File: src/rtl/fetch_stage_if.sv
// fetch_stage_if: instruction-memory request/response bus between fetch and memory
interface fetch_stage_if;
  logic        req_valid;
  logic        req_ready;
  logic [31:0] req_addr;
  logic        rsp_valid;
  logic [31:0] rsp_data;
  modport master (output req_valid, req_addr, input req_ready, rsp_valid, rsp_data);
  modport slave (input req_valid, req_addr, output req_ready, rsp_valid, rsp_data);
endinterface

File: src/rtl/fetch_stage.sv
// fetch_stage: RV32I fetch with credit-limited requests, in-order buffer, redirect flush; FETCH_MISALIGN_TRAP_EN adds fetch_fault
module fetch_stage #(
  parameter logic [31:0] RESET_PC = 32'h0000_0000,
  parameter int BUF_DEPTH = 2
) (
  input  logic          clk,
  input  logic          rst_n,
  fetch_stage_if.master imem,
  input  logic          redirect_valid,
  input  logic [31:0]   redirect_pc,
  output logic          dec_valid,
  input  logic          dec_ready,
  output logic [31:0]   dec_insn,
  output logic [31:0]   dec_pc
`ifdef FETCH_MISALIGN_TRAP_EN
  ,
  output logic          fetch_fault
`endif
);
  localparam int AW = $clog2(BUF_DEPTH);
  localparam int CW = AW + 1;
  localparam logic [CW:0] DEPTH = (CW+1)'(BUF_DEPTH);

  logic [31:0]   pc;
  logic          started;
  logic          halted;
  logic [CW-1:0] inflight, drop, occ, inflight_nxt;
  logic [CW:0]   used;
  logic          acc, keep, pop;
  logic [31:0]   rq_pc [BUF_DEPTH];
  logic [AW-1:0] rq_wr, rq_rd;
  logic [31:0]   fq_pc [BUF_DEPTH];
  logic [31:0]   fq_insn [BUF_DEPTH];
  logic [AW-1:0] fq_wr, fq_rd;

  assign used = {1'b0, inflight} + {1'b0, occ};
  assign imem.req_valid = started && !halted && used < DEPTH;
  assign imem.req_addr = pc;
  assign acc = imem.req_valid && imem.req_ready;
  assign keep = imem.rsp_valid && drop == '0 && !redirect_valid;
  assign dec_valid = occ != '0 && !redirect_valid;
  assign pop = dec_valid && dec_ready;
  assign dec_insn = fq_insn[fq_rd];
  assign dec_pc = fq_pc[fq_rd];
  assign inflight_nxt = inflight + CW'(acc) - CW'(imem.rsp_valid);

  // program counter: redirect wins, otherwise advance on each accepted request
  always_ff @(posedge clk or negedge rst_n)
    if (!rst_n) begin
      pc <= RESET_PC;
      started <= 1'b0;
    end else begin
      started <= 1'b1;
      if (redirect_valid) pc <= redirect_pc & ~32'h3;
      else if (acc) pc <= pc + 32'd4;
    end

`ifdef FETCH_MISALIGN_TRAP_EN
  // misaligned redirect traps and halts fetch until an aligned redirect
  always_ff @(posedge clk or negedge rst_n)
    if (!rst_n) halted <= 1'b0;
    else if (redirect_valid) halted <= redirect_pc[1:0] != 2'b00;
  assign fetch_fault = halted;
`else
  assign halted = 1'b0;
`endif

  // outstanding requests and stale responses still to be discarded
  always_ff @(posedge clk or negedge rst_n)
    if (!rst_n) begin
      inflight <= '0;
      drop <= '0;
    end else begin
      inflight <= inflight_nxt;
      drop <= redirect_valid ? inflight_nxt : drop - CW'(imem.rsp_valid && drop != '0);
    end

  // request-PC queue pointers: every response, dropped or kept, retires one entry
  always_ff @(posedge clk or negedge rst_n)
    if (!rst_n) begin
      rq_wr <= '0;
      rq_rd <= '0;
    end else begin
      if (acc) rq_wr <= rq_wr + 1'b1;
      if (imem.rsp_valid) rq_rd <= rq_rd + 1'b1;
    end

  // request-PC storage pairs each response with its fetch address
  always_ff @(posedge clk)
    if (acc) rq_pc[rq_wr] <= pc;

  // instruction buffer toward decode, emptied on redirect
  always_ff @(posedge clk or negedge rst_n)
    if (!rst_n) begin
      fq_wr <= '0;
      fq_rd <= '0;
      occ <= '0;
      for (int i = 0; i < BUF_DEPTH; i++) begin
        fq_pc[i] <= '0;
        fq_insn[i] <= '0;
      end
    end else if (redirect_valid) begin
      fq_wr <= '0;
      fq_rd <= '0;
      occ <= '0;
    end else begin
      if (keep) begin
        fq_pc[fq_wr] <= rq_pc[rq_rd];
        fq_insn[fq_wr] <= imem.rsp_data;
        fq_wr <= fq_wr + 1'b1;
      end
      if (pop) fq_rd <= fq_rd + 1'b1;
      occ <= occ + CW'(keep) - CW'(pop);
    end
endmodule

File: src/flat_wrapper.sv
// flat-port wrapper written by rule: the top's interface ports become plain ports
module fetch_stage_flat 
#(
  parameter logic [31:0] RESET_PC = 32'h0000_0000,
  parameter int BUF_DEPTH = 2
)
  (clk, rst_n, redirect_valid, redirect_pc, dec_valid, dec_ready, dec_insn, dec_pc, imem_req_valid, imem_req_addr, imem_req_ready, imem_rsp_valid, imem_rsp_data);
  fetch_stage_if imem_i ();
  input  logic clk;
  input  logic rst_n;
  input  logic redirect_valid;
  input  logic [31:0] redirect_pc;
  output logic dec_valid;
  input  logic dec_ready;
  output logic [31:0] dec_insn;
  output logic [31:0] dec_pc;
  output wire logic [$bits(imem_i.req_valid)-1:0] imem_req_valid;
  output wire logic [$bits(imem_i.req_addr)-1:0] imem_req_addr;
  input wire logic [$bits(imem_i.req_ready)-1:0] imem_req_ready;
  input wire logic [$bits(imem_i.rsp_valid)-1:0] imem_rsp_valid;
  input wire logic [$bits(imem_i.rsp_data)-1:0] imem_rsp_data;
  assign imem_req_valid = imem_i.req_valid;
  assign imem_req_addr = imem_i.req_addr;
  assign imem_i.req_ready = imem_req_ready;
  assign imem_i.rsp_valid = imem_rsp_valid;
  assign imem_i.rsp_data = imem_rsp_data;
  fetch_stage #(.RESET_PC(RESET_PC), .BUF_DEPTH(BUF_DEPTH)) u_core (.clk(clk), .rst_n(rst_n), .imem(imem_i), .redirect_valid(redirect_valid), .redirect_pc(redirect_pc), .dec_valid(dec_valid), .dec_ready(dec_ready), .dec_insn(dec_insn), .dec_pc(dec_pc));
endmodule
File: config.mk
export PLATFORM = sky130hd
export DESIGN_NAME = fetch_stage_flat
export DESIGN_NICKNAME = d
export VERILOG_FILES = /design/src/rtl/fetch_stage_if.sv /design/src/rtl/fetch_stage.sv /design/src/flat_wrapper.sv
export SDC_FILE = /design/constraint.sdc
export NUM_CORES = 1
export LEC_CHECK = 0
export ABC_CLOCK_PERIOD_IN_PS = 3970
export CORE_MARGIN = 10
export CORE_UTILIZATION = 53
export CTS_CLUSTER_DIAMETER = 120
export CTS_CLUSTER_SIZE = 40
export DETAILED_ROUTE_END_ITERATION = 12
export HOLD_SLACK_MARGIN = 0.1
export PLACE_DENSITY = 0.79
export SLEW_MARGIN = 0
export SYNTH_ARGS = -nofsm -noshare
export SYNTH_HDL_FRONTEND = slang
export SYNTH_SLANG_ARGS = --single-unit
export TNS_END_PERCENT = 30
File: constraint.sdc
create_clock -name clk -period 3.97 [get_ports clk]
set_input_delay 0.5955 -clock clk [delete_from_list [all_inputs] [get_ports clk]]
set_output_delay 0.5955 -clock clk [all_outputs]
set_load 0.01 [all_outputs]
==> qor.yml, run 1 <==
global_route:
  grt-ovfl-total: 0
  grt_util_all_layers_pct: 17.1
  grt_pass1_vias: 6501
  antenna_found_initial: 1
  grt_first_pass_wirelength_mm: 34.2
  grt_max_degree: 75
routing:
  avgRoutedWirePerCell_um: 18.6
  drtIter0Drc: 436
  wirelength_mm: 20.7
  viasPerCell: 5.35
  vias: 5956
  drt-pass1-iter-count: 4
  drc: 0
  drt.antenna.violating_nets: 0
worst_setup_path:
  cp.required_ps: 3370
  cp_slowest_cell: "dfrtp_2"
  r2r_end: "u_core.rq_pc[1][12]"
  end_kind: "primary output"
  worstPathMaxFanout: 19
  cp.arrival_ps: 2490
  reg2reg_from: "u_core.occ[0]"
  path_cells: "buf_4 -> mux2_2 -> clkdlybuf4s50_1"
  reg2reg_slack_ps: 1240
  cp-start-kind: "flip-flop"
  max_stage_delay_ps: 740
  crit_type: "reg -> out"
  ff2ff_path_depth: 6
die:
  coreArea_mm2: 0.0180
  start_util_pct: 54.0
  rows: 49
  die_area_mm2: 0.0241
  dieHeight_um: 155
  pin_count: 168
  chipWidth_um: 155
yosys:
  synthAdderAreaFrac_pct: 0.980
  synth_compound_area_share_pct: 4.66
  synth_xor_area_share_pct: 3.25
  muxShareOfSynthArea_pct: 18.4
  yosys_warnings: 0
  synth_top_family_by_area: "multiplexers"
  syn_area_mm2: 0.00970
  syn_area_per_cell_um2: 13.2
  synth.ff_latch_count: 225
  syn_inst: 737
  synth_cell_types: 42
  seq_area_frac_synth_pct: 61.1
  synth-simple-area-share_pct: 8.99
timing:
  setup_viol: 0
  tightest_slew_ps: 964
  period_needed_ps: 3090
  fin_ws_ps: 884
  maxSlewHeadroom_pct: 35.8
  grt_setup_unrepaired: "false"
  timing.final.crit_share_pct: 77.7
  skew_ps: 20.6
  clock.fmax_ghz: 0.324
  fin_setup_tns_ps: 0
  hold_viol_final: 0
  slew_viol_final: 0
clocking:
  cts_tree: "yes"
  postCtsHoldBufs: 0
  ctsResizeCount: 0
  clk_pin_slew_ps: 140
  htreeDepth: 1
  cts_setup_buffers: 0
  cts_buffer_depth: 3
  cts_root_buf: "clkbuf_16"
  cts_buffers: 9
  clk_latency_ps: 470
  clock_sinks: 225
cells_and_area:
  fin_nets: 958
  drive_gt1_share_pct: 19.8
  nFillCells: 1368
  finish.utilization_pct: 65.7
  area_growth_pct: 21.6
status:
  status: "completed"
pwr:
  leakage_nw: 4.81
  power.total_w: 0.00754
  p_per_area_mw_per_mm2: 639
  ir_drop_v: 0.000366
worst_hold_path:
  hold_path.class: "in -> async"
place:
  pre_cts_slack_ps: 1180
  hpwlAfterDp_mm: 14.2
  io_buffer_count: 161
  gp_congestion: 0.818
flow_run:
  cap_violations: 0
[metal layers]
metal | wire (µm) | track usage (%) | part of all wire (%) | vias up
met4 | 240 | 3.30 | 1.2 | 0
met5 | 0 | 0 | 0 | -
met2 | 9600 | 27.5 | 46 | 141
met3 | 1470 | 4.91 | 7.1 | 17
met1 | 9340 | 22.8 | 45 | 2941
li1 | - | - | - | 2857
[state kept, by name, summed over array words and instances (netlist names), 2 cells and up]
signal and cells:
u_core.fq_insn 64, u_core.fq_pc 60, u_core.rq_pc 60, u_core.imem.req_addr 30
u_core.drop 2, u_core.inflight 2, u_core.occ 2
[cells in the final DEF (no fill, tap or decap), drive strengths merged]
master and n:
nand4b 1, o21ai 57, and4bb 1, dfrtp 165, and2 4, nor3 8
diode 1, nand2b 1, clkdlybuf4s50 159, xor2 11, and3 1, ha 6
edfxtp 60, nor4 6, xnor2 25, nand4 7, mux2 130, conb 5
nand2 69, mux2i 32, nor2 45, and4 5, buf 15, nand3 9
a22oi 1, inv 10, nor2b 3, fa 1, a21oi 30, clkbuf 12
nor3b 3, a211o 1
[synthesized netlist by cell type]
| cell | instances | share of area, % |
|---|---|---|
| dfrtp_1 | 165 | 43 |
| nand2_1 | 68 | 2.6 |
| nor3b_1 | 3 | 0.23 |
| and3_1 | 1 | 0.065 |
| mux2i_1 | 32 | 3.3 |
| edfxtp_1 | 60 | 19 |
| and2_1 | 4 | 0.26 |
| nor2_1 | 45 | 1.7 |
| nand4_1 | 4 | 0.26 |
| nor3_1 | 6 | 0.31 |
| buf_2 | 13 | 0.67 |
| ha_1 | 6 | 0.77 |
| nand4_2 | 1 | 0.13 |
| nand3_4 | 1 | 0.18 |
| buf_4 | 4 | 0.31 |
| mux2_2 | 130 | 15 |
| inv_1 | 9 | 0.35 |
| a21oi_1 | 30 | 1.5 |
| nand4_4 | 2 | 0.44 |
| xor2_1 | 11 | 0.99 |
| nor2b_1 | 3 | 0.19 |
| fa_1 | 1 | 0.21 |
| and4_2 | 1 | 0.10 |
| buf_1 | 1 | 0.039 |
| and4_1 | 3 | 0.27 |
| xnor2_1 | 25 | 2.3 |
| nor3_2 | 2 | 0.21 |
| a211o_1 | 1 | 0.090 |
| nand2b_1 | 1 | 0.065 |
| nand3_1 | 8 | 0.41 |
| o21ai_1 | 6 | 0.31 |
| and4bb_2 | 1 | 0.13 |
| o21ai_0 | 51 | 2.6 |
| nor4_2 | 3 | 0.39 |
| a22oi_1 | 1 | 0.077 |
| nor4_4 | 3 | 0.66 |
| buf_6 | 2 | 0.23 |
| and4_4 | 1 | 0.12 |
| nand2_4 | 1 | 0.12 |
| nand4b_1 | 1 | 0.090 |
| conb_1 | 2 | 0.077 |
| clkbuf_1 | 24 | 0.93 |
[stage by stage]
step	hold slack, ps	area, µm²	cells
floorplan	300	9710	740
global placement	456	11500	1099
detailed placement	468	11500	1099
CTS	113	11800	1112
global route	119	11800	1113
finish	89.0	11800	1113
[how the worst max path moves through the flow]
| stage | startpoint | endpoint | slack (ps) | cells after the start |
|---|---|---|---|---|
| after CTS | u_core.fq_rd | dec_pc[28] | 840 | 3 |
| after global placement | imem_req_ready | u_core.rq_pc[1][20] | 1240 | 4 |
| after detailed placement | imem_req_ready | u_core.rq_pc[1][20] | 1180 | 4 |
| after floorplan | u_core.occ[0] | u_core.rq_pc[0][10] | 700 | 6 |
| final | u_core.fq_rd | dec_pc[28] | 880 | 3 |
| after global routing | u_core.fq_rd | dec_pc[28] | 760 | 3 |
[power by group]
part           leakage [nW]  internal, W  switching [W]
logic                  2.11      0.00168        0.00115
registers              2.58      0.00312       0.000484
clock network         0.122     0.000437       0.000676
[worst max-delay path, delay by kind of cell (launching register included)]
family / cells / cell delay (ps)
buffers and inverters: 2 / 900
muxes: 1 / 370
DFF: 1 / 740
[area by class of cell]
cell class	instances	area, µm²	area share, %
flip-flops and latches	225	5930	50.3
diodes	1	2.50	0.0212
clock buffers	12	236	2.00
clock inverters	1	16.3	0.138
well taps	229	287	2.43
repair buffers	174	1740	14.8
multi-input cells	462	3550	30.1
inverters	9	33.8	0.286
[cells by family (layout without fill, tap and decap cells)]
kind of cell             after synthesis  count (layout)
multiplexers                         162             162
buffers and inverters                 53             196
AO/OA/AOI/OAI                         89              89
adder cells (fa/ha/maj)                7               7
XOR/XNOR                              36              36
flip-flops                           225             225
other                                  2               6
AND/OR/NAND/NOR                      163             163
Power figures use the tool's default switching activity.
==> run 2, diff against run 1 <==
Settings changed: ABC_CLOCK_PERIOD_IN_PS 3970 to 2900.
Clock period 3.97 ns to 2.9 ns, I/O delays scaled along.
==> run 2 against run 1 <==
  * Final area is 0.59% higher
  * Worst setup slack got worse by 810 ps
  * Count of clock-buffer cells in the layout unchanged
  * First-iteration DRC count fell by 15%
  * Via count grew 0.49%
  * Sequential power increased by 36%
  * Highest routed layer unchanged
==> qor.yml, run 2 (synthesis gave the netlist of run 1 again) <==
routing:
  drtIter0Drc: 370  # was 436
  drt-pass1-iter-count: 4  # unchanged
  vias: 5985  # was 5956
  avgRoutedWirePerCell_um: 18.3  # was 18.6 µm
  drc: 0  # unchanged
  viasPerCell: 5.35  # about the same
  drt.antenna.violating_nets: 0  # unchanged
  wirelength_mm: 20.4  # was 20.7 mm
timing:
  tightest_slew_ps: 731  # was 964 ps
  skew_ps: 28.7  # was 20.6 ps
  maxSlewHeadroom_pct: 51.2  # was 35.8%
  period_needed_ps: 2830
  clock.fmax_ghz: 0.354
  setup_viol: 0  # unchanged
  grt_setup_unrepaired: "false"  # unchanged
  fin_setup_tns_ps: 0  # unchanged
  timing.final.crit_share_pct: 97.5
  hold_viol_final: 0  # unchanged
  fin_ws_ps: 72.6  # was 884 ps
  slew_viol_final: 0  # unchanged
clocking:
  clock_sinks: 225  # unchanged
  cts_tree: "yes"  # unchanged
  clk_pin_slew_ps: 140  # about the same
  cts_setup_buffers: 0  # unchanged
  cts_buffer_depth: 3  # unchanged
  clk_latency_ps: 480  # was 470 ps
  htreeDepth: 1  # unchanged
  cts_root_buf: "clkbuf_16"  # unchanged
  cts_buffers: 9  # unchanged
cells_and_area:
  regArea_mm2: 0.00593  # unchanged
  largest_register: "u_core.fq_insn"  # unchanged
  nFillCells: 1361  # was 1368
  drive_gt1_share_pct: 20.3  # was 19.8%
  fin_nets: 963  # was 958
  layout_common_cells: "dfrtp_1 (163), clkdlybuf4s50_1 (159), mux2_2 (130)"  # unchanged
  finish.utilization_pct: 66.1  # was 65.7%
  multiInputGateArea_mm2: 0.00355  # about the same
  layout_commonest_cell: "dfrtp_1"  # unchanged
  largestRegisters: "u_core.fq_insn x64, u_core.fq_pc x60, u_core.rq_pc x60"  # unchanged
  final-instance-count-excl-fill: 1118  # was 1113
  largest_register_ffs: 64  # unchanged
  area_growth_pct: 22.4  # was 21.6%
pwr:
  leakage_nw: 4.84  # was 4.81 nW
  internal_power_w: 0.00720  # was 0.00523 W
  p_switching_w: 0.00315  # was 0.00231 W
  ir_drop_v: 0.000579  # was 0.000366 V
  power_frac_comb_pct: 38.1  # was 37.5%
  clockPowerShare_pct: 14.7  # was 14.8%
  p_per_area_mw_per_mm2: 872  # was 639 mW/mm²
  sequentialPowerShare_pct: 47.2  # was 47.8%
  p_sw_share_pct: 30.4  # was 30.6%
worst_setup_path:
  cp.required_ps: 2470  # was 3370 ps
  path_cells: "inv_1 -> nor2_1 -> fa_1 -> nor3b_2 -> clkdlybuf4s50_1"  # was buf_4 -> mux2_2 -> clkdlybuf4s50_1
  cp_top_family: "buffers and inverters"  # unchanged
  worst-path-buf-inv: 2  # unchanged
  cp_slowest_cell: "clkdlybuf4s50_1"  # was dfrtp_2
  worstPathMaxFanout: 2  # was 19
  cp-start-kind: "flip-flop"  # unchanged
  crit_type: "reg -> out"  # unchanged
  end_kind: "primary output"  # unchanged
  max_stage_delay_ps: 590  # was 740 ps
  cp.arrival_ps: 2390  # was 2490 ps
global_route:
  grt_util_all_layers_pct: 16.8  # was 17.1%
  grt_first_pass_wirelength_mm: 33.4  # was 34.2 mm
  grt-ovfl-total: 0  # unchanged
  grt_max_degree: 66  # was 75
  grt_pass1_vias: 6405  # was 6501
  antenna_found_initial: 1  # unchanged
place:
  dp_cells: 1103  # was 1099
  pre_cts_slack_ps: 366  # was 1180 ps
  gp_congestion: 0.780  # was 0.818
  hpwlAfterDp_mm: 14.4  # was 14.2 mm
  io_buffer_count: 161  # unchanged
worst_hold_path:
  hold_path.class: "in -> reg"  # was in -> async
die:
  chipWidth_um: 155  # unchanged
  dieHeight_um: 155  # unchanged
  die_area_mm2: 0.0241  # unchanged
  start_util_pct: 54.0  # unchanged
  rows: 49  # unchanged
  coreArea_mm2: 0.0180  # unchanged
  pin_count: 168  # unchanged
status:
  status: "completed"  # unchanged
flow_run:
  cap_violations: 0  # unchanged
## run 2: cell count changes in the layout (fill, tap and decap cells not counted), sizes merged
cell	previous run	this run
buf	15	19
dlygate4sd3	0	1
## run 2: per-stage QoR
| stage | total power [W] | hold WS (ps) | area, µm² |
|---|---|---|---|
| 5_1_grt | 0.0110 | 234 | 11900 |
| 6_report | 0.0103 | 243 | 11900 |
| 2_1_floorplan | 0.00704 | 139 | 9720 |
| 3_3_place_gp | 0.00883 | 456 | 11600 |
| 4_1_cts | 0.0105 | 222 | 11900 |
| 3_5_place_dp | 0.00896 | 463 | 11600 |
## run 2: worst paths after layout
kind / start / end / slack [ps] / depth (start not counted)
max: u_core.occ[0] / imem_req_valid / 70 / 5
min: redirect_valid / u_core.fq_wr / 240 / 2
max reg2reg: u_core.occ[0] / u_core.imem.req_addr[25] / 300 / 8
min reg2reg: u_core.fq_pc[3] / u_core.fq_pc[3] / 490 / 2
max in group asynchronous: rst_n / u_core.fq_rd / 1580 / 3
min in group asynchronous: rst_n / u_core.imem.req_addr[16] / 500 / 2
## run 2: layout make-up
cell class / count / area share, %
repair buffers: 179 / 15.2
well taps: 229 / 2.41
clock buffers: 12 / 1.99
flip-flops and latches: 225 / 50.0
multi-input cells: 462 / 29.9
inverters: 9 / 0.285
clock inverters: 1 / 0.137
diodes: 1 / 0.0211
## run 2: repair_timing
| item | 4_1_cts | 5_1_grt |
|---|---|---|
| hold buffers | 1 | 0 |
| endpoints found under the setup margin | 1 | 0 |
| hold endpoints to repair | 62 | 0 |
| resized for setup | 1 | 0 |
## run 2: power groups by stage
stage               registers, W  clock network, W  logic, W
floorplan                0.00472                 0   0.00233
global placement         0.00490                 0   0.00392
detailed placement       0.00496                 0   0.00400
CTS                      0.00489           0.00156   0.00403
global route             0.00501           0.00168   0.00432
finish                   0.00488           0.00152   0.00395
## run 2: metal layers
layer	up-vias	track usage [%]	part of all wire (%)	routed length [µm]
li1	2870	-	-	-
met1	2958	21.5	43	8690
met2	143	28.5	49	10100
met3	14	4.63	7.0	1440
met4	0	2.54	0.97	199
met5	-	0	0	0
